`config.mk`:
```
export PLATFORM = sky130hd
export DESIGN_NAME = uart_msg_tx
export DESIGN_NICKNAME = d
export VERILOG_FILES = /design/src/rtl/uart_msg_pkg.sv /design/src/rtl/uart_msg_buf.sv /design/src/rtl/uart_msg_tx.sv
export SDC_FILE = /design/constraint.sdc
export NUM_CORES = 1
export LEC_CHECK = 0
export CAP_MARGIN = 0
export CORE_MARGIN = 4
export CORE_UTILIZATION = 40
export DETAILED_ROUTE_END_ITERATION = 12
export PLACE_DENSITY_LB_ADDON = 0.15
export SLEW_MARGIN = 20
export SYNTH_ARGS = -nofsm -noshare
export SYNTH_HDL_FRONTEND = slang
export SYNTH_SLANG_ARGS = --single-unit
```
`constraint.sdc`:
```
create_clock -name wb_clk_i -period 3.9 [get_ports wb_clk_i]
set_input_delay 1.17 -clock wb_clk_i [delete_from_list [all_inputs] [get_ports wb_clk_i]]
set_output_delay 1.17 -clock wb_clk_i [all_outputs]
set_load 0.01 [all_outputs]
```
`src/rtl/uart_msg_pkg.sv`:
```
// Shared types and helpers for the programmable UART message transmitter.
package uart_msg_pkg;

  typedef enum logic [2:0] {
    IDLE   = 3'd0,
    START  = 3'd1,
    DATA   = 3'd2,
    PARITY = 3'd3,
    STOP   = 3'd4
  } state_t;

  localparam logic [1:0] PAR_NONE = 2'b00;
  localparam logic [1:0] PAR_EVEN = 2'b01;
  localparam logic [1:0] PAR_ODD  = 2'b10;

  function automatic logic par_en(input logic [1:0] mode);
    return (mode == PAR_EVEN) || (mode == PAR_ODD);
  endfunction

  // Parity over the data bits actually sent (bit 7 only counts in 8-bit mode).
  function automatic logic par_bit(input logic [7:0] data, input logic bits8, input logic [1:0] mode);
    logic x;
    x = (^data[6:0]) ^ (bits8 & data[7]);
    case (mode)
      PAR_NONE: return 1'b0;
      PAR_EVEN: return x;
      PAR_ODD:  return ~x;
      default:  return 1'b0;
    endcase
  endfunction

endpackage

```
`src/rtl/uart_msg_buf.sv`:
```
// Message character store: one synchronous write port, one asynchronous read port.
module uart_msg_buf #(
  parameter int ADDR_W = 4
) (
  input  logic              wb_clk_i,
  input  logic              i_wr_en,
  input  logic [ADDR_W-1:0] i_wr_addr,
  input  logic [7:0]        i_wr_data,
  input  logic [ADDR_W-1:0] i_rd_addr,
  output logic [7:0]        o_rd_data
);

  logic [7:0] r_mem [0:(1<<ADDR_W)-1];

  // Buffer write; contents deliberately survive reset.
  always_ff @(posedge wb_clk_i) begin
    if (i_wr_en) begin
      r_mem[i_wr_addr] <= i_wr_data;
    end
  end

  assign o_rd_data = r_mem[i_rd_addr];

endmodule

```
`src/rtl/uart_msg_tx.sv`:
```
// Programmable UART message transmitter: sends buf[0..cfg_last] with latched framing config,
// optional repeat, graceful abort at frame boundary.
module uart_msg_tx
  import uart_msg_pkg::*;
#(
  parameter int DIV_W  = 12,
  parameter int ADDR_W = 4
) (
  input  logic              wb_clk_i,
  input  logic              rst_n,
  input  logic [DIV_W-1:0]  cfg_div,
  input  logic [ADDR_W-1:0] cfg_last,
  input  logic              cfg_bits8,
  input  logic [1:0]        cfg_parity,
  input  logic              cfg_stop2,
  input  logic              cfg_repeat,
  input  logic              wr_en,
  input  logic [ADDR_W-1:0] wr_addr,
  input  logic [7:0]        wr_data,
  input  logic              start,
  input  logic              abort,
  output logic              tx_o,
  output logic              busy,
  output logic              done,
  output logic [ADDR_W-1:0] char_idx
);

  state_t            r_state, w_state_nx;
  logic              r_tx, w_tx_nx, r_done, w_done_nx, r_busy;
  logic [ADDR_W-1:0] r_idx, w_idx_nx, w_rd_addr, r_last;
  logic [DIV_W-1:0]  r_baud, w_baud_nx, r_div;
  logic [2:0]        r_bit, w_bit_nx, w_last_bit;
  logic [7:0]        r_shift, w_shift_nx, w_rd_data;
  logic              r_par, w_par_nx, r_stop_req, w_stop_req_nx;
  logic              r_bits8, r_stop2, r_repeat;
  logic [1:0]        r_parity, w_parity_ld;
  logic              w_accept, w_bit_end, w_load, w_bits8_ld;

  uart_msg_buf #(.ADDR_W(ADDR_W)) u_buf (
    .wb_clk_i  (wb_clk_i),
    .i_wr_en   (wr_en),
    .i_wr_addr (wr_addr),
    .i_wr_data (wr_data),
    .i_rd_addr (w_rd_addr),
    .o_rd_data (w_rd_data)
  );

  assign w_accept   = (r_state == IDLE) && start && !abort;
  assign w_bit_end  = (r_baud == r_div);
  assign w_last_bit = r_bits8 ? 3'd7 : 3'd6;
  // Address of the next character to load: 0 on accept or wrap, else the following index.
  assign w_rd_addr  = ((r_state == IDLE) || (r_idx == r_last)) ? {ADDR_W{1'b0}} : r_idx + 1'b1;
  // The first frame is loaded before cfg is latched, so it uses the live inputs.
  assign w_bits8_ld  = (r_state == IDLE) ? cfg_bits8  : r_bits8;
  assign w_parity_ld = (r_state == IDLE) ? cfg_parity : r_parity;

  // Next-state, line level and datapath updates.
  always_comb begin
    w_state_nx    = r_state;
    w_tx_nx       = r_tx;
    w_done_nx     = 1'b0;
    w_idx_nx      = r_idx;
    w_baud_nx     = w_bit_end ? {DIV_W{1'b0}} : r_baud + 1'b1;
    w_bit_nx      = r_bit;
    w_shift_nx    = r_shift;
    w_load        = 1'b0;
    w_stop_req_nx = r_stop_req | abort;
    case (r_state)
      IDLE: begin
        w_baud_nx     = {DIV_W{1'b0}};
        w_stop_req_nx = 1'b0;
        w_tx_nx       = 1'b1;
        if (w_accept) begin
          w_state_nx = START;
          w_tx_nx    = 1'b0;
          w_idx_nx   = {ADDR_W{1'b0}};
          w_load     = 1'b1;
        end else begin
          w_state_nx = IDLE;
        end
      end
      START: begin
        if (w_bit_end) begin
          w_state_nx = DATA;
          w_tx_nx    = r_shift[0];
          w_shift_nx = {1'b0, r_shift[7:1]};
          w_bit_nx   = 3'd0;
        end else begin
          w_state_nx = START;
        end
      end
      DATA: begin
        if (!w_bit_end) begin
          w_state_nx = DATA;
        end else if (r_bit != w_last_bit) begin
          w_tx_nx    = r_shift[0];
          w_shift_nx = {1'b0, r_shift[7:1]};
          w_bit_nx   = r_bit + 3'd1;
        end else if (par_en(r_parity)) begin
          w_state_nx = PARITY;
          w_tx_nx    = r_par;
        end else begin
          w_state_nx = STOP;
          w_tx_nx    = 1'b1;
          w_bit_nx   = 3'd0;
        end
      end
      PARITY: begin
        if (w_bit_end) begin
          w_state_nx = STOP;
          w_tx_nx    = 1'b1;
          w_bit_nx   = 3'd0;
        end else begin
          w_state_nx = PARITY;
        end
      end
      STOP: begin
        if (!w_bit_end) begin
          w_state_nx = STOP;
        end else if (r_stop2 && (r_bit == 3'd0)) begin
          w_bit_nx = 3'd1;
        end else if (r_stop_req || abort) begin
          w_state_nx = IDLE;
          w_tx_nx    = 1'b1;
          w_done_nx  = 1'b1;
        end else if ((r_idx != r_last) || r_repeat) begin
          w_state_nx = START;
          w_tx_nx    = 1'b0;
          w_idx_nx   = w_rd_addr;
          w_load     = 1'b1;
        end else begin
          w_state_nx = IDLE;
          w_tx_nx    = 1'b1;
          w_done_nx  = 1'b1;
        end
      end
      default: begin
        w_state_nx = IDLE;
        w_tx_nx    = 1'b1;
      end
    endcase
    if (w_load) begin
      w_shift_nx = w_rd_data;
      w_par_nx   = par_bit(w_rd_data, w_bits8_ld, w_parity_ld);
    end else begin
      w_par_nx   = r_par;
    end
  end

  // State, line and datapath registers.
  always_ff @(posedge wb_clk_i) begin
    if (!rst_n) begin
      r_state    <= IDLE;
      r_tx       <= 1'b1;
      r_done     <= 1'b0;
      r_busy     <= 1'b0;
      r_idx      <= {ADDR_W{1'b0}};
      r_baud     <= {DIV_W{1'b0}};
      r_bit      <= 3'd0;
      r_shift    <= 8'h00;
      r_par      <= 1'b0;
      r_stop_req <= 1'b0;
    end else begin
      r_state    <= w_state_nx;
      r_tx       <= w_tx_nx;
      r_done     <= w_done_nx;
      r_busy     <= (w_state_nx != IDLE);
      r_idx      <= w_idx_nx;
      r_baud     <= w_baud_nx;
      r_bit      <= w_bit_nx;
      r_shift    <= w_shift_nx;
      r_par      <= w_par_nx;
      r_stop_req <= w_stop_req_nx;
    end
  end

  // Configuration snapshot taken on the start-accept edge.
  always_ff @(posedge wb_clk_i) begin
    if (!rst_n) begin
      r_div    <= {DIV_W{1'b0}};
      r_last   <= {ADDR_W{1'b0}};
      r_bits8  <= 1'b0;
      r_parity <= 2'b00;
      r_stop2  <= 1'b0;
      r_repeat <= 1'b0;
    end else if (w_accept) begin
      r_div    <= cfg_div;
      r_last   <= cfg_last;
      r_bits8  <= cfg_bits8;
      r_parity <= cfg_parity;
      r_stop2  <= cfg_stop2;
      r_repeat <= cfg_repeat;
    end
  end

  assign tx_o     = r_tx;
  assign busy     = r_busy;
  assign done     = r_done;
  assign char_idx = r_idx;

endmodule

```
# --- Word-level counts from Yosys, hierarchy flattened ---
# Memory sizes are Yosys's and may differ from the RTL's.
# Cells that the tools add are included.
op_classes:
  reduce_logical: 23
  eq_ne: 26
  muxes: 53
  n_bitwise: 7
  add_sub_neg: 3
ops:
  columns: ["cell", "n"]
  rows:
  - ["$mux 3", 12]
  - ["$mux 8", 4]
  - ["$mux 4", 6]
  - ["$mux 1", 22]
  - ["$ne 2x2->1 const B", 9]
  - ["$pmux 8 s2", 1]
  - ["$pmux 3 s5", 1]
  - ["$add 12x1->12 const B", 1]
  - ["$eq 12x12->1", 1]
  - ["$ne 3x3->1 const B", 4]
  - ["$reduce_and 6->1", 2]
  - ["$pmux 3 s3", 1]
  - ["$reduce_bool 3->1", 3]
  - ["$pmux 4 s2", 1]
  - ["$reduce_xor 7->1", 1]
  - ["$eq 3x2->1 const B", 2]
  - ["$logic_not 3->1", 2]
  - ["$pmux 1 s5", 1]
  - ["$reduce_and 5->1", 1]
  - ["$add 4x1->4 const B", 1]
  - ["$eq 2x1->1 const B", 2]
  - ["$eq 2x2->1 const B", 2]
  - ["$eq 4x4->1", 1]
  - ["$logic_or 1x1->1", 4]
  - ["19 further kinds", 27]
totals:
  input_bits: 38
  mem_bits_rw: 128
  register_bits: 56
  elab_cells: 129
  n_memories: 1
memory_table:
  columns: ["memory", "depth", "word_bits", "read_ports", "rd_clocked_by_memory_dff", "write_ports", "line", "rtl"]
  rows:
  - ["u_buf.r_mem", 16, 8, 1, 0, 1, "uart_msg_buf.sv:13", "logic [7:0] r_mem [0:(1<<ADDR_W)-1];"]

# --- Depth between registers and ports, before layout ---
# Gate-level depths: netlist (run 1).
logic_depth:
  depth_word: 9
  ltp_mapped: 14
  mapped_depth_nobuf: 12

# --- Hierarchy ---
# Synthesis (run 1) repeated with hierarchy kept, for this count alone.
hier_totals:
  hier_cells: 558
  area_unflattened_um2: 7778.7
by_module_without_submodules:
  columns: ["module", "area_per_inst_um2", "n_inst", "cells_per_inst"]
  rows:
  - ["uart_msg_buf", 4987.3, 1, 221]
  - ["uart_msg_tx", 2791.4, 1, 337]

# --- Least setup slack after synthesis (run 1) ---
# OpenSTA, ideal clock, no wires.
synth_timing:
  kind: "register to register"
  startpoint: "reg r_idx[1] (netlist: char_idx[1])"
  endpoint: "reg r_par"
  setup_ns: 0.132
  arrival_ns: 2.802
  path_buffers: 2
  slack_ns: 0.966
  period_less_slack_ns: 2.934
  stages_incl_launch_ff: 14
  cell_sequence: "dfxtp_1 -> ha_1 -> xor2_1 -> buf_2 -> nand2_1 -> clkbuf_1 -> a211oi_1 -> o22ai_1 -> xor2_1 -> mux2i_1 -> xnor2_1 -> xnor3_1 -> mux2i_1 -> a21oi_1"
synth_between:
  elab_chain_len: 8
  elab_cells_between_ends: 17
  cone_classes: "1 x add/sub; 2 x eq/ne; 7 x mux; 3 x bitwise; 3 x reduce/logical; 1 x memory"
synth_lines:
  columns: ["item", "line", "rtl"]
  rows:
  - ["start: declaration", "uart_msg_tx.sv:30", "logic [ADDR_W-1:0] r_idx, w_idx_nx, w_rd_addr, r_last;"]
  - ["start signal: assignment", "uart_msg_tx.sv:157", "r_idx <= {ADDR_W{1'b0}};"]
  - ["start signal: assignment", "uart_msg_tx.sv:168", "r_idx <= w_idx_nx;"]
  - ["branches (longest 8 deep; another with $mem_v2 16x8)", null, null]
  - ["end signal: assignment", "uart_msg_tx.sv:172", "r_par <= w_par_nx;"]
  - ["end: declaration", "uart_msg_tx.sv:34", "logic r_par, w_par_nx, r_stop_req, w_stop_req_nx;"]
# Parallel ways; which one is timed is not known.
# A chain may end at the register's enable or synchronous reset.

# --- Worst setup path after layout (run 1) ---
# Ends and elaborated chain as after synthesis.

==> impl_metrics.csv, run 1 <==
group,metric,value,unit
hold_path,hp-class,"register to register",
detailed_routing,routed_wl,20500,um
sta,hold_viol_final,0,
clock_tree,clock-root-buffer,"clkbuf_16",
logic_synthesis,synth_area_leaders,"edfxtp_1 47%, dfxtp_1 14%, nand2_1 5.9%, nor2_1 3.5%, a21oi_1 3.1%",
global_routing,met1_usage,0.248,
setup_path,cp_slowest_cell,"ha_1",
floorplanning,io_pins,45,
clock_tree,cts_tree,"built",
logic_synthesis,async_flop_share,0,
floorplanning,die_y,151,um
pwr,p_leak,3.25,nW
logic_synthesis,synth_flop_cell,"edfxtp_1",
detailed_routing,wl_per_cell,19.4,um
final_layout,diodes,0,
detailed_routing,dr.pass1.iters,5,
logic_synthesis,ys_seq_elements,184,
logic_synthesis,yosysWarningCount,0,
pwr,ir_drop,0.269,mV
setup_path,worstReg2RegStart,"char_idx[1]",
floorplanning,core,19700,um^2
sta,max_slew_margin,0.423,
clock_tree,cts-htree-levels,4,
clock_tree,insertion_delay,0.44,ns
hold_path,hold_path_depth,2,
detailed_routing,drt_iter0_markers,422,
sta,period_needed,3.45,ns
floorplanning,dieArea,22700,um^2
floorplanning,die_w,151,um
sta,setup_tns,0,ns
hold_path,min_to,"r_repeat",
pwr,total_power,0.00501,W
pwr,p_per_area,523,nW/um^2
clock_tree,clockBufferDepth,2,
placement,routabilityCongestion,0.863,
clock_tree,cts.sink_count,184,
setup_path,r2r_cells,12,
global_routing,grt_max_degree,39,
logic_synthesis,synth_top_area_share,0.472,
final_layout,nets,820,
setup_path,max_stage_delay,0.49,ns
setup_path,cp_max_fo,11,
detailed_routing,ant_nets,0,
sta,tightest_slew,0.862,ns
setup_path,cp-end-kind,"register",
setup_path,crit_arrival,3.76,ns
hold_path,hp-start,"r_repeat",
global_routing,grt-ovfl-total,0,
logic_synthesis,synth_area,8150,um^2
clock_tree,numCtsBuffers,17,
final_layout,final_core_util,0.485,
setup_path,reg2reg_to,"r_par",
logic_synthesis,syn_nets,765,
logic_synthesis,yosys.area.top_type,"edfxtp_1",
setup_path,criticalPathCategory,"register to register",
logic_synthesis,syn_area_per_cell,11.3,um^2
clock_tree,post_cts_buffers,0,
logic_synthesis,syn_inst,723,
sta,skew,0.00996,ns
final_layout,drive_above_1_share,0.107,
global_routing,met3_usage,0.0394,
clock_tree,cts-resized-gates,0,
setup_path,rrSetupSlack,0.45,ns
detailed_routing,viasPerCell,5.52,
sta,fin_crit_sh,0.885,
placement,place_hpwl,14300,um
detailed_routing,via_count,5829,
sta,setup_viol,0,
global_routing,use_met2,0.317,
floorplanning,start_util,0.413,
clock_tree,clk_pin_slew_worst_paths,0.07,ns
floorplanning,row_count,51,
logic_synthesis,synth-edff-count,128,
global_routing,first_global_vias,5814,
run,drv_cap,0,
setup_path,crit_required,4.21,ns
placement,portBuffers,44,
setup_path,crit_path_start_kind,"register",
setup_path,path_common_cell,"a21oi_1",
global_routing,grtUsageTotal,0.186,
logic_synthesis,synth.most_common_cell,"edfxtp_1",
logic_synthesis,synth_cell_type_count,62,
setup_path,path_cells,"ha_1 -> nor3b_1 -> a211oi_1 -> o21ai_0 -> nand3_1 -> o32ai_1 -> a21oi_1 -> xor2_1 -> xnor2_1 -> xnor3_1 -> mux2i_1 -> a21oi_1",
global_routing,antenna_found_initial,0,
global_routing,grt_busiest_layer,"met2",
sta,slew_violations,0,
logic_synthesis,ys_seq_area_frac,0.610,
final_layout,fin_cells,1056,
detailed_routing,drc,0,
final_layout,area_growth,17.5,%
placement,placedCellCount,1024,
outcome,run_status,"completed",
clock_tree,hold_buffers,0,
logic_synthesis,synthTopCellsByCount,"128 x edfxtp_1, 127 x nand2_1, 75 x nor2_1",
sta,rsz0062_at_grt,"no",
global_routing,grt_pass1_wl,32200,um
sta,max_freq,290,MHz
sequential cells by signal, indices dropped and copies added (netlist names), 2 cells and up:
name,count
r_last,4
r_parity,2
char_idx,4
r_shift,8
r_state,3
r_div,12
r_baud,12
u_buf.r_mem,128
r_bit,3
worst max path at each step:
stage | from | to | slack [ns] | cells after the start
3_3_place_gp | wr_en | u_buf.r_mem[3][5] | 0.60 | 3
5_1_grt | char_idx[1] | r_par | 0.25 | 12
4_1_cts | char_idx[1] | r_par | 0.51 | 12
3_5_place_dp | wr_en | u_buf.r_mem[3][5] | 0.58 | 3
2_1_floorplan | char_idx[1] | r_par | 0.97 | 13
6_report | char_idx[1] | r_par | 0.45 | 12
routing by layer:
layer,part of all wire,up-vias
met5,0,-
met4,0.0092,0
met3,0.053,14
met2,0.49,174
met1,0.45,2896
li1,-,2745
stage by stage:
step	setup slack (ns)	area, um^2	hold slack (ns)
floorplan	0.966	8150	0.432
global placement	0.596	9000	0.463
detailed placement	0.583	9000	0.462
CTS	0.513	9570	0.469
global route	0.253	9570	0.492
finish	0.447	9570	0.464
placed cells by master, fill, tap and decap left out, types with 3 or more instances in the layout:
cell type / count
a21oi_1: 50
nor2_4: 3
o2111ai_1: 4
o22ai_1: 6
nor2b_1: 4
and3_1: 5
nand3b_1: 4
o21ai_0: 8
dfxtp_1: 56
buf_4: 29
a21o_1: 4
clkinv_1: 3
a211oi_1: 8
nand2b_1: 4
nand4_1: 5
mux2i_1: 16
ha_1: 4
o211ai_1: 3
and2_1: 3
a22oi_1: 6
xnor2_1: 13
nor3_1: 11
a31oi_1: 12
nor4_1: 4
a311oi_1: 5
nand2_1: 127
clkdlybuf4s50_1: 44
or3_1: 8
edfxtp_1: 128
nor2_1: 75
mux2_2: 8
inv_1: 11
a2bb2oi_1: 3
inv_6: 5
xor2_1: 22
o221ai_1: 9
clkbuf_16: 17
nand3_1: 26
worst max-delay path, delay by kind of cell, from the launching register on:
| kind | cells | cell delay [ns] |
|---|---|---|
| AO/OA/AOI/OAI | 5 | 1.18 |
| XOR/XNOR | 3 | 0.63 |
| adder cells (fa/ha/maj) | 1 | 0.49 |
| AND/OR/NAND/NOR | 2 | 0.37 |
| flip-flops | 1 | 0.48 |
| multiplexers | 1 | 0.18 |
cell type report:
cell class	count	area, um^2
clock buffer	18	429
clock inverter	14	141
fill	1757	10100
inverter	12	45.0
multi-input combinational	489	2980
sequential	184	4960
tap	265	332
timing repair buffer	74	678
report_power, final:
part / total (W) / leakage [nW] / internal, W / switching (W)
sequential: 0.00230 / 1.61 / 0.00221 / 0.0000862
clock: 0.00167 / 0.278 / 0.000899 / 0.000774
combinational: 0.00103 / 1.36 / 0.000422 / 0.000611
total: 0.00501 / 3.25 / 0.00353 / 0.00147
cell families after synthesis:
logic type | count (synthesis) | synth area share
adders and majority gates | 4 | 0.00614
xor gates and xnor gates | 40 | 0.0488
muxes | 26 | 0.0363
AOI/OAI and AO/OA | 134 | 0.116
buffers and inverters | 50 | 0.0278
and+or+nand+nor | 285 | 0.156
DFF | 184 | 0.610
No activity file was read; power rests on OpenSTA's default activity.
==> inputs of run 2 (changes only) <==
- PLACE_DENSITY: unset -> 0.59
- PLACE_DENSITY_LB_ADDON: 0.15 -> unset
- SKIP_LAST_GASP: unset -> 1
==> impl_metrics.csv, run 2 (synthesized netlist as in run 1, its figures left out) <==
group,metric,value,unit
sta,tightest_slew,0.872,ns
sta,hold_viol_final,0,
clock_tree,clock-root-buffer,"clkbuf_16",
final_layout,area_growth,17.7,%
clock_tree,cts_tree,"built",
final_layout,nets,819,
hold_path,hold_path_depth,2,
setup_path,crit_required,4.22,ns
global_routing,antenna_found_initial,0,
final_layout,fillers,1711,
clock_tree,post_cts_buffers,0,
final_layout,multiInputGateArea,2970,um^2
sta,setup_viol,0,
clock_tree,numCtsBuffers,17,
clock_tree,cts-resized-gates,0,
final_layout,layout_commonest_cell,"edfxtp_1",
clock_tree,cts.sink_count,184,
setup_path,worstReg2RegStart,"char_idx[3]",
placement,portBuffers,44,
setup_path,crit_arrival,3.93,ns
floorplanning,io_pins,45,
setup_path,max_stage_delay,0.61,ns
floorplanning,dieArea,22700,um^2
clock_tree,insertion_delay,0.44,ns
global_routing,grt_pass1_wl,32000,um
sta,setup_tns,0,ns
final_layout,seq_area,4960,um^2
setup_path,reg2reg_to,"r_par",
global_routing,grt_max_degree,38,
setup_path,cp_max_fo,16,
global_routing,grt-ovfl-total,0,
outcome,run_status,"completed",
final_layout,most-common-layout-cells,"128 x edfxtp_1, 127 x nand2_1, 75 x nor2_1",
final_layout,stdcell_area,9590,um^2
run,drv_cap,0,
final_layout,diodes,0,
pwr,p_leak,3.26,nW
hold_path,min_to,"r_div[0]",
clock_tree,hold_buffers,0,
sta,slew_violations,0,
clock_tree,cts-htree-levels,4,
floorplanning,start_util,0.413,
pwr,p_per_area,536,nW/um^2
setup_path,criticalPathCategory,"register to register",
pwr,ir_drop,0.317,mV
sta,fin_crit_sh,0.925,
detailed_routing,via_count,5816,
global_routing,grtUsageTotal,0.186,
hold_path,hp-start,"r_div[0]",
floorplanning,die_w,151,um
final_layout,largest_register_ffs,128,
detailed_routing,ant_nets,0,
sta,skew,0.0179,ns
final_layout,top_regs,"u_buf.r_mem: 128 flops, r_baud: 12 flops, r_div: 12 flops",
hold_path,hp-class,"register to register",
global_routing,first_global_vias,5898,
sta,rsz0062_at_grt,"no",
setup_path,r2r_cells,11,
setup_path,cp_slowest_cell,"dfxtp_1",
clock_tree,clockBufferDepth,2,
final_layout,drive_above_1_share,0.108,
sta,max_freq,277,MHz
setup_path,rrSetupSlack,0.29,ns
detailed_routing,wl_per_cell,19.4,um
placement,place_area,8970,um^2
final_layout,regMostFlops,"u_buf.r_mem",
floorplanning,core,19700,um^2
detailed_routing,viasPerCell,5.51,
sta,max_slew_margin,0.416,
setup_path,cp-end-kind,"register",
sta,period_needed,3.61,ns
setup_path,path_cells,"xnor2_1 -> a41oi_2 -> nand2_1 -> buf_4 -> o221ai_1 -> a31oi_1 -> xnor2_1 -> mux2i_1 -> xnor3_1 -> mux2i_1 -> a21oi_1",
final_layout,final_core_util,0.486,
detailed_routing,routed_wl,20400,um
detailed_routing,drc,0,
placement,routabilityCongestion,0.860,
floorplanning,row_count,51,
detailed_routing,drt_iter0_markers,534,
clock_tree,clk_pin_slew_worst_paths,0.07,ns
setup_path,crit_path_start_kind,"register",
detailed_routing,dr.pass1.iters,5,
floorplanning,die_y,151,um
placement,place_hpwl,13700,um
run 2: changes by cell type in the layout (fill, tap and decap cells not counted), sizes merged:
cell,change
buf,-1
bufinv,+2
clkinvlp,+2
inv,-3
clkbuf,-1
run 2: stage by stage:
stage | hold slack, ns | worst slack (ns) | power [W] | std cells
after CTS | 0.480 | 0.342 | 0.00516 | 1055
after floorplan | 0.432 | 0.966 | 0.00305 | 723
after detailed placement | 0.467 | 0.393 | 0.00337 | 1023
after global routing | 0.506 | 0.109 | 0.00537 | 1055
final | 0.480 | 0.294 | 0.00513 | 1055
after global placement | 0.449 | 0.416 | 0.00334 | 1023
run 2: layout make-up:
type                       instances  share of cell area
clock buffer                      17              0.0444
inverter                          12             0.00470
tap                              265              0.0346
sequential                       184               0.518
clock inverter                    15              0.0204
timing repair buffer              73              0.0686
multi-input combinational        489               0.310
run 2: how the worst max path moves through the flow:
stage | from | end
after floorplan | char_idx[1] | r_par
after global placement | char_idx[3] | r_par
after detailed placement | char_idx[3] | r_par
after CTS | char_idx[3] | r_par
after global routing | char_idx[3] | r_par
final | char_idx[3] | r_par
run 2: worst max-delay path, delay by kind of cell, from the launching register on:
| family | cells | cell delay, ns |
|---|---|---|
| AOI/OAI and AO/OA | 4 | 0.83 |
| buffers and inverters | 1 | 0.24 |
| muxes | 2 | 0.35 |
| xor gates and xnor gates | 3 | 0.86 |
| and+or+nand+nor | 1 | 0.60 |
| DFF | 1 | 0.61 |
run 2: power breakdown:
part	switching [W]	internal, W
clock	0.000773	0.00103
sequential	0.0000925	0.00221
combinational	0.000609	0.000421
run 2: routing by layer:
metal / global-route usage / share of wire / wire length (um)
met5: 0 / 0 / 0
met4: 0.0526 / 0.011 / 227
met3: 0.0458 / 0.053 / 1080
met2: 0.312 / 0.49 / 10100
met1: 0.241 / 0.44 / 9060
